File: src/rtl/multicycle_datapath_pkg.sv
// Shared encodings for the multicycle RV32I core: opcodes, select-line enums
// and ALU operation codes used by both the datapath and the control unit.
package wjbot_riscv;

  typedef enum logic [6:0] {
    OP_NONE   = 7'b0000000,
    OP_LOAD   = 7'b0000011,
    OP_IMM    = 7'b0010011,
    OP_AUIPC  = 7'b0010111,
    OP_STORE  = 7'b0100011,
    OP_REG    = 7'b0110011,
    OP_LUI    = 7'b0110111,
    OP_BRANCH = 7'b1100011,
    OP_JALR   = 7'b1100111,
    OP_JAL    = 7'b1101111
  } opcodetype_t;

  typedef enum logic [1:0] {
    IMM_I = 2'b00,
    IMM_S = 2'b01,
    IMM_B = 2'b10,
    IMM_J = 2'b11
  } imm_src_t;

  typedef enum logic [1:0] {
    SRCA_PC    = 2'b00,
    SRCA_OLDPC = 2'b01,
    SRCA_REG   = 2'b10,
    SRCA_RSVD  = 2'b11
  } alu_src_a_t;

  typedef enum logic [1:0] {
    SRCB_REG   = 2'b00,
    SRCB_IMM   = 2'b01,
    SRCB_FOUR  = 2'b10,
    SRCB_RSVD  = 2'b11
  } alu_src_b_t;

  typedef enum logic [1:0] {
    RES_ALUOUT = 2'b00,
    RES_DATA   = 2'b01,
    RES_ALU    = 2'b10,
    RES_RSVD   = 2'b11
  } result_src_t;

  localparam logic [2:0] ALU_ADD = 3'b000;
  localparam logic [2:0] ALU_SUB = 3'b001;
  localparam logic [2:0] ALU_AND = 3'b010;
  localparam logic [2:0] ALU_OR  = 3'b011;
  localparam logic [2:0] ALU_SLT = 3'b101;

  // Sign-extended immediate for the selected instruction format.
  function automatic logic [31:0] imm_extend(input logic [31:0] instr,
                                             input imm_src_t    src);
    logic [31:0] imm;
    imm = '0;
    case (src)
      IMM_I: imm = {{20{instr[31]}}, instr[31:20]};
      IMM_S: imm = {{20{instr[31]}}, instr[31:25], instr[11:7]};
      IMM_B: imm = {{20{instr[31]}}, instr[7], instr[30:25], instr[11:8], 1'b0};
      IMM_J: imm = {{12{instr[31]}}, instr[19:12], instr[20], instr[30:21], 1'b0};
      default: imm = '0;
    endcase
    return imm;
  endfunction

endpackage

File: src/rtl/multicycle_datapath_regfile.sv
// 32x32 register file, two combinational read ports, one write port, x0 = 0.
// DATAPATH_RF_RESET_EN: contents clear on reset; otherwise the array has no reset.
module regfile
  (
  input  logic        clk,
  input  logic        reset,
  input  logic [4:0]  ra1,
  input  logic [4:0]  ra2,
  input  logic        we,
  input  logic [4:0]  wa,
  input  logic [31:0] wd,
  output logic [31:0] rd1,
  output logic [31:0] rd2
);

  logic [31:0] mem_q [32];
  logic        wr_en;

  // A write coinciding with reset is dropped; x0 is never stored.
  assign wr_en = we && reset && (wa != 5'd0);

`ifdef DATAPATH_RF_RESET_EN
  always_ff @(posedge clk) begin
    if (!reset) begin
      for (int i = 0; i < 32; i++) begin
        mem_q[i] <= '0;
      end
    end else if (wr_en) begin
      mem_q[wa] <= wd;
    end
  end
`else
  always_ff @(posedge clk) begin
    if (wr_en) begin
      mem_q[wa] <= wd;
    end
  end
`endif

  // No write-to-read bypass: a same-cycle read returns the old contents.
  assign rd1 = (ra1 == 5'd0) ? 32'd0 : mem_q[ra1];
  assign rd2 = (ra2 == 5'd0) ? 32'd0 : mem_q[ra2];

endmodule

File: src/rtl/multicycle_datapath.sv
// Datapath half of the multicycle RV32I core: PC/OldPC/Instr/Data/A/B/ALUOut,
// register file, immediate extender and ALU. Register-file reset via DATAPATH_RF_RESET_EN.
module multicycle_datapath
  import wjbot_riscv::*;
#(
  parameter logic [31:0] RESET_PC = 32'h0000_0000
) (
  input  logic        clk,
  input  logic        reset,
  input  logic [1:0]  ImmSrc,
  input  logic [1:0]  ALUSrcA,
  input  logic [1:0]  ALUSrcB,
  input  logic [1:0]  ResultSrc,
  input  logic        AdrSrc,
  input  logic [2:0]  ALUControl,
  input  logic        IRWrite,
  input  logic        PCWrite,
  input  logic        RegWrite,
  input  logic [31:0] ReadData,
  output logic [31:0] Adr,
  output logic [31:0] WriteData,
  output opcodetype_t op,
  output logic [2:0]  funct3,
  output logic        funct7b5,
  output logic        Zero
);

  logic [31:0] pc_q, pc_d;
  logic [31:0] oldpc_q, oldpc_d;
  logic [31:0] instr_q, instr_d;
  logic [31:0] data_q;
  logic [31:0] a_q;
  logic [31:0] b_q;
  logic [31:0] aluout_q;

  logic [31:0] rf_rd1, rf_rd2;
  logic [31:0] imm_ext;
  logic [31:0] src_a, src_b;
  logic [31:0] alu_result;
  logic [31:0] result;

  regfile u_regfile (
    .clk   (clk),
    .reset (reset),
    .ra1   (instr_q[19:15]),
    .ra2   (instr_q[24:20]),
    .we    (RegWrite),
    .wa    (instr_q[11:7]),
    .wd    (result),
    .rd1   (rf_rd1),
    .rd2   (rf_rd2)
  );

  assign imm_ext = imm_extend(instr_q, imm_src_t'(ImmSrc));

  always_comb begin
    src_a = '0;
    case (alu_src_a_t'(ALUSrcA))
      SRCA_PC:    src_a = pc_q;
      SRCA_OLDPC: src_a = oldpc_q;
      SRCA_REG:   src_a = a_q;
      default:    src_a = '0;
    endcase
  end

  always_comb begin
    src_b = '0;
    case (alu_src_b_t'(ALUSrcB))
      SRCB_REG:  src_b = b_q;
      SRCB_IMM:  src_b = imm_ext;
      SRCB_FOUR: src_b = 32'd4;
      default:   src_b = '0;
    endcase
  end

  always_comb begin
    alu_result = '0;
    case (ALUControl)
      ALU_ADD: alu_result = src_a + src_b;
      ALU_SUB: alu_result = src_a - src_b;
      ALU_AND: alu_result = src_a & src_b;
      ALU_OR:  alu_result = src_a | src_b;
      ALU_SLT: alu_result = {31'd0, ($signed(src_a) < $signed(src_b))};
      default: alu_result = '0;
    endcase
  end

  always_comb begin
    result = '0;
    case (result_src_t'(ResultSrc))
      RES_ALUOUT: result = aluout_q;
      RES_DATA:   result = data_q;
      RES_ALU:    result = alu_result;
      default:    result = '0;
    endcase
  end

  // Enabled registers; OldPC samples the PC as it stands before this edge.
  always_comb begin
    pc_d    = PCWrite ? result : pc_q;
    oldpc_d = IRWrite ? pc_q : oldpc_q;
    instr_d = IRWrite ? ReadData : instr_q;
  end

  always_ff @(posedge clk) begin
    if (!reset) begin
      pc_q     <= RESET_PC;
      oldpc_q  <= '0;
      instr_q  <= '0;
      data_q   <= '0;
      a_q      <= '0;
      b_q      <= '0;
      aluout_q <= '0;
    end else begin
      pc_q     <= pc_d;
      oldpc_q  <= oldpc_d;
      instr_q  <= instr_d;
      data_q   <= ReadData;
      a_q      <= rf_rd1;
      b_q      <= rf_rd2;
      aluout_q <= alu_result;
    end
  end

  assign Adr       = AdrSrc ? result : pc_q;
  assign WriteData = b_q;
  assign Zero      = (alu_result == 32'd0);
  assign op        = opcodetype_t'(instr_q[6:0]);
  assign funct3    = instr_q[14:12];
  assign funct7b5  = instr_q[30];

endmodule

File: config.mk
export PLATFORM = sky130hd
export DESIGN_NAME = multicycle_datapath
export DESIGN_NICKNAME = d
export VERILOG_FILES = /design/src/rtl/multicycle_datapath_pkg.sv /design/src/rtl/multicycle_datapath_regfile.sv /design/src/rtl/multicycle_datapath.sv
export SDC_FILE = /design/constraint.sdc
export NUM_CORES = 2
export LEC_CHECK = 0
export BUFFER_PORTS_ARGS = -buffer_cell sky130_fd_sc_hd__clkbuf_2
export CELL_PAD_IN_SITES_DETAIL_PLACEMENT = 0
export CELL_PAD_IN_SITES_GLOBAL_PLACEMENT = 2
export CORE_ASPECT_RATIO = 1.75
export CORE_MARGIN = 2
export CORE_UTILIZATION = 28
export DETAILED_ROUTE_END_ITERATION = 7
export MAX_ROUTING_LAYER = met4
export PLACE_DENSITY = 0.66
export SETUP_SLACK_MARGIN = 0.15
export SLEW_MARGIN = 10
export SYNTH_ARGS = -nofsm -noshare
export SYNTH_HDL_FRONTEND = slang
export SYNTH_SLANG_ARGS = --single-unit
File: constraint.sdc
create_clock -name clk -period 7.65 [get_ports clk]
set_input_delay 1.9125 -clock clk [delete_from_list [all_inputs] [get_ports clk]]
set_output_delay 1.9125 -clock clk [all_outputs]
set_load 0.01 [all_outputs]
==> out/metrics.yaml <==
grt:
  antenna_found_initial: 4
  grt-ovfl-total: 0
  grt_pass1_vias: 42600
  grt_usage: 0.2180
  grt_max_degree: 93
  grt_pass1_wl_um: 327800
worst_setup_path:
  crit_fanout: 9
  rr_endpoint: "u_regfile.mem_q[16][20]"
  crit_type: "in2out"
  cpPeakStageDelay_ps: 490
  cp_cell_sequence: "clkbuf_16 -> buf_6 -> a21boi_4 -> buf_6 -> a311oi_2 -> or3_4 -> ha_4 -> buf_4 -> and4_4 -> nand3_2 -> buf_4 -> nor2_1 -> o21a_4 -> nor2_4 -> a221o_1 -> a211oi_4 -> and4b_1 -> nand4_1 -> and4bb_1 -> and4bb_1 -> buf_6"
  worst_ep_required_time_ps: 5740
  reg2reg_depth: 41
  regToRegSetupSlack_ps: 960
  critPathCaptureType: "output pin"
  cp_data_arrival_time_ps: 6570
  r2r_start: "instr_q[20]"
  cpMostUsedCell: "buf_6"
  worstSetupStartpointType: "input pin"
  worst_path_max_delay_cell: "a211oi_4"
power_and_ir_drop:
  combPwrFrac: 0.169
  power.net_switching_uw: 4315
  p_int_uw: 11780
  clockPowerShare: 0.357
  seq_power_share: 0.474
  powerDensity_mw_per_mm2: 214.5
  sw_frac_of_total: 0.2682
  cellLeakagePower_uw: 0.02558
  peakVddDrop_uv: 212.0
  total_power_uw: 16090
routing:
  firstDrtPassIters: 7
  antenna_left: 0
  num_vias: 40640
  drc: 0
  wl_per_cell_um: 31.80
  wirelength_um: 239300
  via_per_inst: 5.400
  drt_iter0_drc: 3534
synthesis:
  syn-mean-instance-area_um2: 15.16
  ys_async_sr_fraction: 0
  synth_commonest_cells: "edfxtp_1 (1024), mux4_2 (502), nor2_1 (375)"
  synth_area_mm2: 0.06088
  yosysWarnings: 0
  synth.most_common_cell: "edfxtp_1"
  synth_top_area_cell: "edfxtp_1"
  syn-instance-count: 4016
  ys_types: 77
  ys_seq_area_frac: 0.5787
  synth.area.top_cells: "edfxtp_1 (51%), mux4_2 (19%), dfxtp_1 (7.4%)"
  synth-edff-count: 1024
  synth_top_area_frac: 0.5051
  synth_flop_cell: "edfxtp_1"
  synth.ff_latch_count: 1248
timing:
  period_share: 1.108
  fin_ws_ps: -828.2
  whs_ps: 496.4
  clock.fmax_mhz: 118.0
  rsz0062_at_grt: "true"
  fin_setup_tns_ps: -6852
  setup_violations: 21
  period_needed_ps: 8478
  timing_hold_violations_final: 0
  maxSlewHeadroom: 0.06168
  tightestPinTransition_ps: 1404
  skew_ps: 40.30
  final_max_slew_viol_count: 0
hold_path:
  hold_end: "oldpc_q[7]"
  worstHoldStart: "oldpc_q[7]"
  hold_depth: 2
  hold_class: "reg2reg"
place:
  dp.cells: 7220
  io_buffers: 124
  placed_cell_area_mm2: 0.06854
  hpwl_um: 153300
  gp_congestion: 0.9690
clock_tree:
  cts_tree: "done"
  ctsLongestPathBuffers: 3
  cts_buffers: 107
  clk_latency_ps: 740
  ctsHoldBuffers: 0
  htreeDepth: 3
  path_clk_slew_ps: 60
  clock_sinks: 1248
  clock-root-buffer: "clkbuf_16"
run:
  drv_cap: 0
final_layout:
  drive_above_1_share: 0.3808
  multi_input_comb_area_mm2: 0.02587
  nFillCells: 20910
  final_cells: 7526
  final_area_mm2: 0.07501
  regArea_mm2: 0.03527
  syn_to_final_growth_pct: 23.21
  fin_nets: 4731
floorplanning:
  die_w_um: 356.5
  core_mm2: 0.2163
  start_util: 0.2814
  io_pins: 125
  row_count: 226
  die-height_um: 620.8
  die-area_mm2: 0.2213
run_status:
  status: "complete, but fails checks"
  violations: "negative setup slack"
==> timing repair <==
item | CTS | global route
gates cloned | 2 | 3
setup buffers | 73 | 27
pin swaps | 127 | 51
resized for setup | 298 | 126
setup endpoints to repair | 28 | 60
==> critical path: cells and delay by family <==
kind / cells / cell delay (ps)
fa+ha+maj: 1 / 300
compound gates: 5 / 1280
simple gates: 9 / 2170
buf+inv: 6 / 860
==> routing by layer <==
layer | share of wire | routed length, µm | GRT usage | vias up
met5 | 0 | 0 | - | -
met3 | 0.051 | 12090 | 0.02501 | 556
met2 | 0.54 | 130200 | 0.4024 | 1554
met4 | 0.073 | 17440 | 0.1358 | 0
li1 | - | - | - | 17120
met1 | 0.33 | 79570 | 0.2165 | 21420
==> layout by cell type (no fill, tap or decap), types with 15 or more instances in the layout <==
master / Yosys / routed
a21o_1: 61 / 55
a31oi_1: 17 / 15
edfxtp_1: 1024 / 1024
o221ai_1: 29 / 29
clkbuf_1: 220 / 20
a21oi_2: 0 / 44
o21ai_0: 61 / 55
buf_4: 10 / 517
nor2_4: 0 / 35
nand3_1: 20 / 16
a211oi_1: 71 / 50
buf_12: 0 / 38
a211o_1: 18 / 17
conb_1: 1 / 32
ha_4: 0 / 20
mux4_2: 502 / 502
clkbuf_16: 0 / 111
clkinv_2: 0 / 23
and2_1: 42 / 40
a21oi_1: 179 / 122
buf_6: 0 / 63
nor2_1: 375 / 332
nand2b_1: 20 / 18
clkbuf_2: 0 / 101
mux2i_1: 273 / 268
a221oi_1: 47 / 46
mux2_2: 65 / 62
o22ai_1: 57 / 56
o211ai_1: 27 / 27
inv_1: 132 / 124
dfxtp_1: 224 / 214
nand2_1: 89 / 85
ha_1: 96 / 70
nor3_1: 35 / 27
==> registers in the layout, summed over array words and instances (netlist names) <==
name / count
aluout_q: 32
u_regfile.mem_q: 1024
WriteData: 32
a_q: 32
oldpc_q: 32
instr_q: 32
pc_q: 32
data_q: 32
==> area by class of cell <==
type | count | share of cell area
Timing Repair Buffer | 743 | 0.08219
Tap cell | 2850 | 0.04754
Sequential cell | 1248 | 0.4702
Timing Repair inverter | 3 | 0.0003003
Multi-Input combinational cell | 2348 | 0.3449
Clock inverter | 67 | 0.009992
Clock buffer | 132 | 0.03792
Antenna cell | 2 | 0.00006672
Inverter | 133 | 0.006823
==> kinds of logic (layout without fill, tap and decap cells) <==
group / count (synthesis) / in the layout / synth area share
compound gates: 678 / 678 / 0.07600
mux: 840 / 840 / 0.2426
simple gates: 683 / 683 / 0.05083
other cells: 1 / 34 / 0.00006160
flops: 1248 / 1248 / 0.5787
xor+xnor: 17 / 17 / 0.002446
buf+inv: 451 / 1078 / 0.02892
fa+ha+maj: 98 / 98 / 0.02039
==> power groups by stage <==
stage	logic, µW	registers (µW)	clock network [µW]
detailed placement	2440	7780	0
floorplan	1300	7710	0
global route	2850	7630	6070
CTS	2640	7630	5840
global placement	2430	7770	0
finish	2720	7630	5740
==> per-stage QoR <==
| stage | setup WS [ps] | utilization |
|---|---|---|
| final | -828.2 | 0.3467 |
| after global routing | -828.9 | 0.3467 |
| after CTS | -788.2 | 0.3434 |
| after detailed placement | -1614 | 0.3168 |
| after global placement | -1603 | 0.3168 |
| after floorplan | 150.1 | - |
==> worst max-delay path by stage <==
stage               startpoint  endpoint  slack [ps]  cells after the start
finish               ImmSrc[1]      Zero        -830                     21
global route         ImmSrc[1]      Zero        -830                     22
CTS                  ImmSrc[1]      Zero        -790                     23
detailed placement   ImmSrc[1]      Zero       -1610                     20
global placement     ImmSrc[0]      Zero       -1600                     20
floorplan           ALUSrcB[0]      Zero         150                     19
Note: power is estimated with default switching activity, not from simulation.
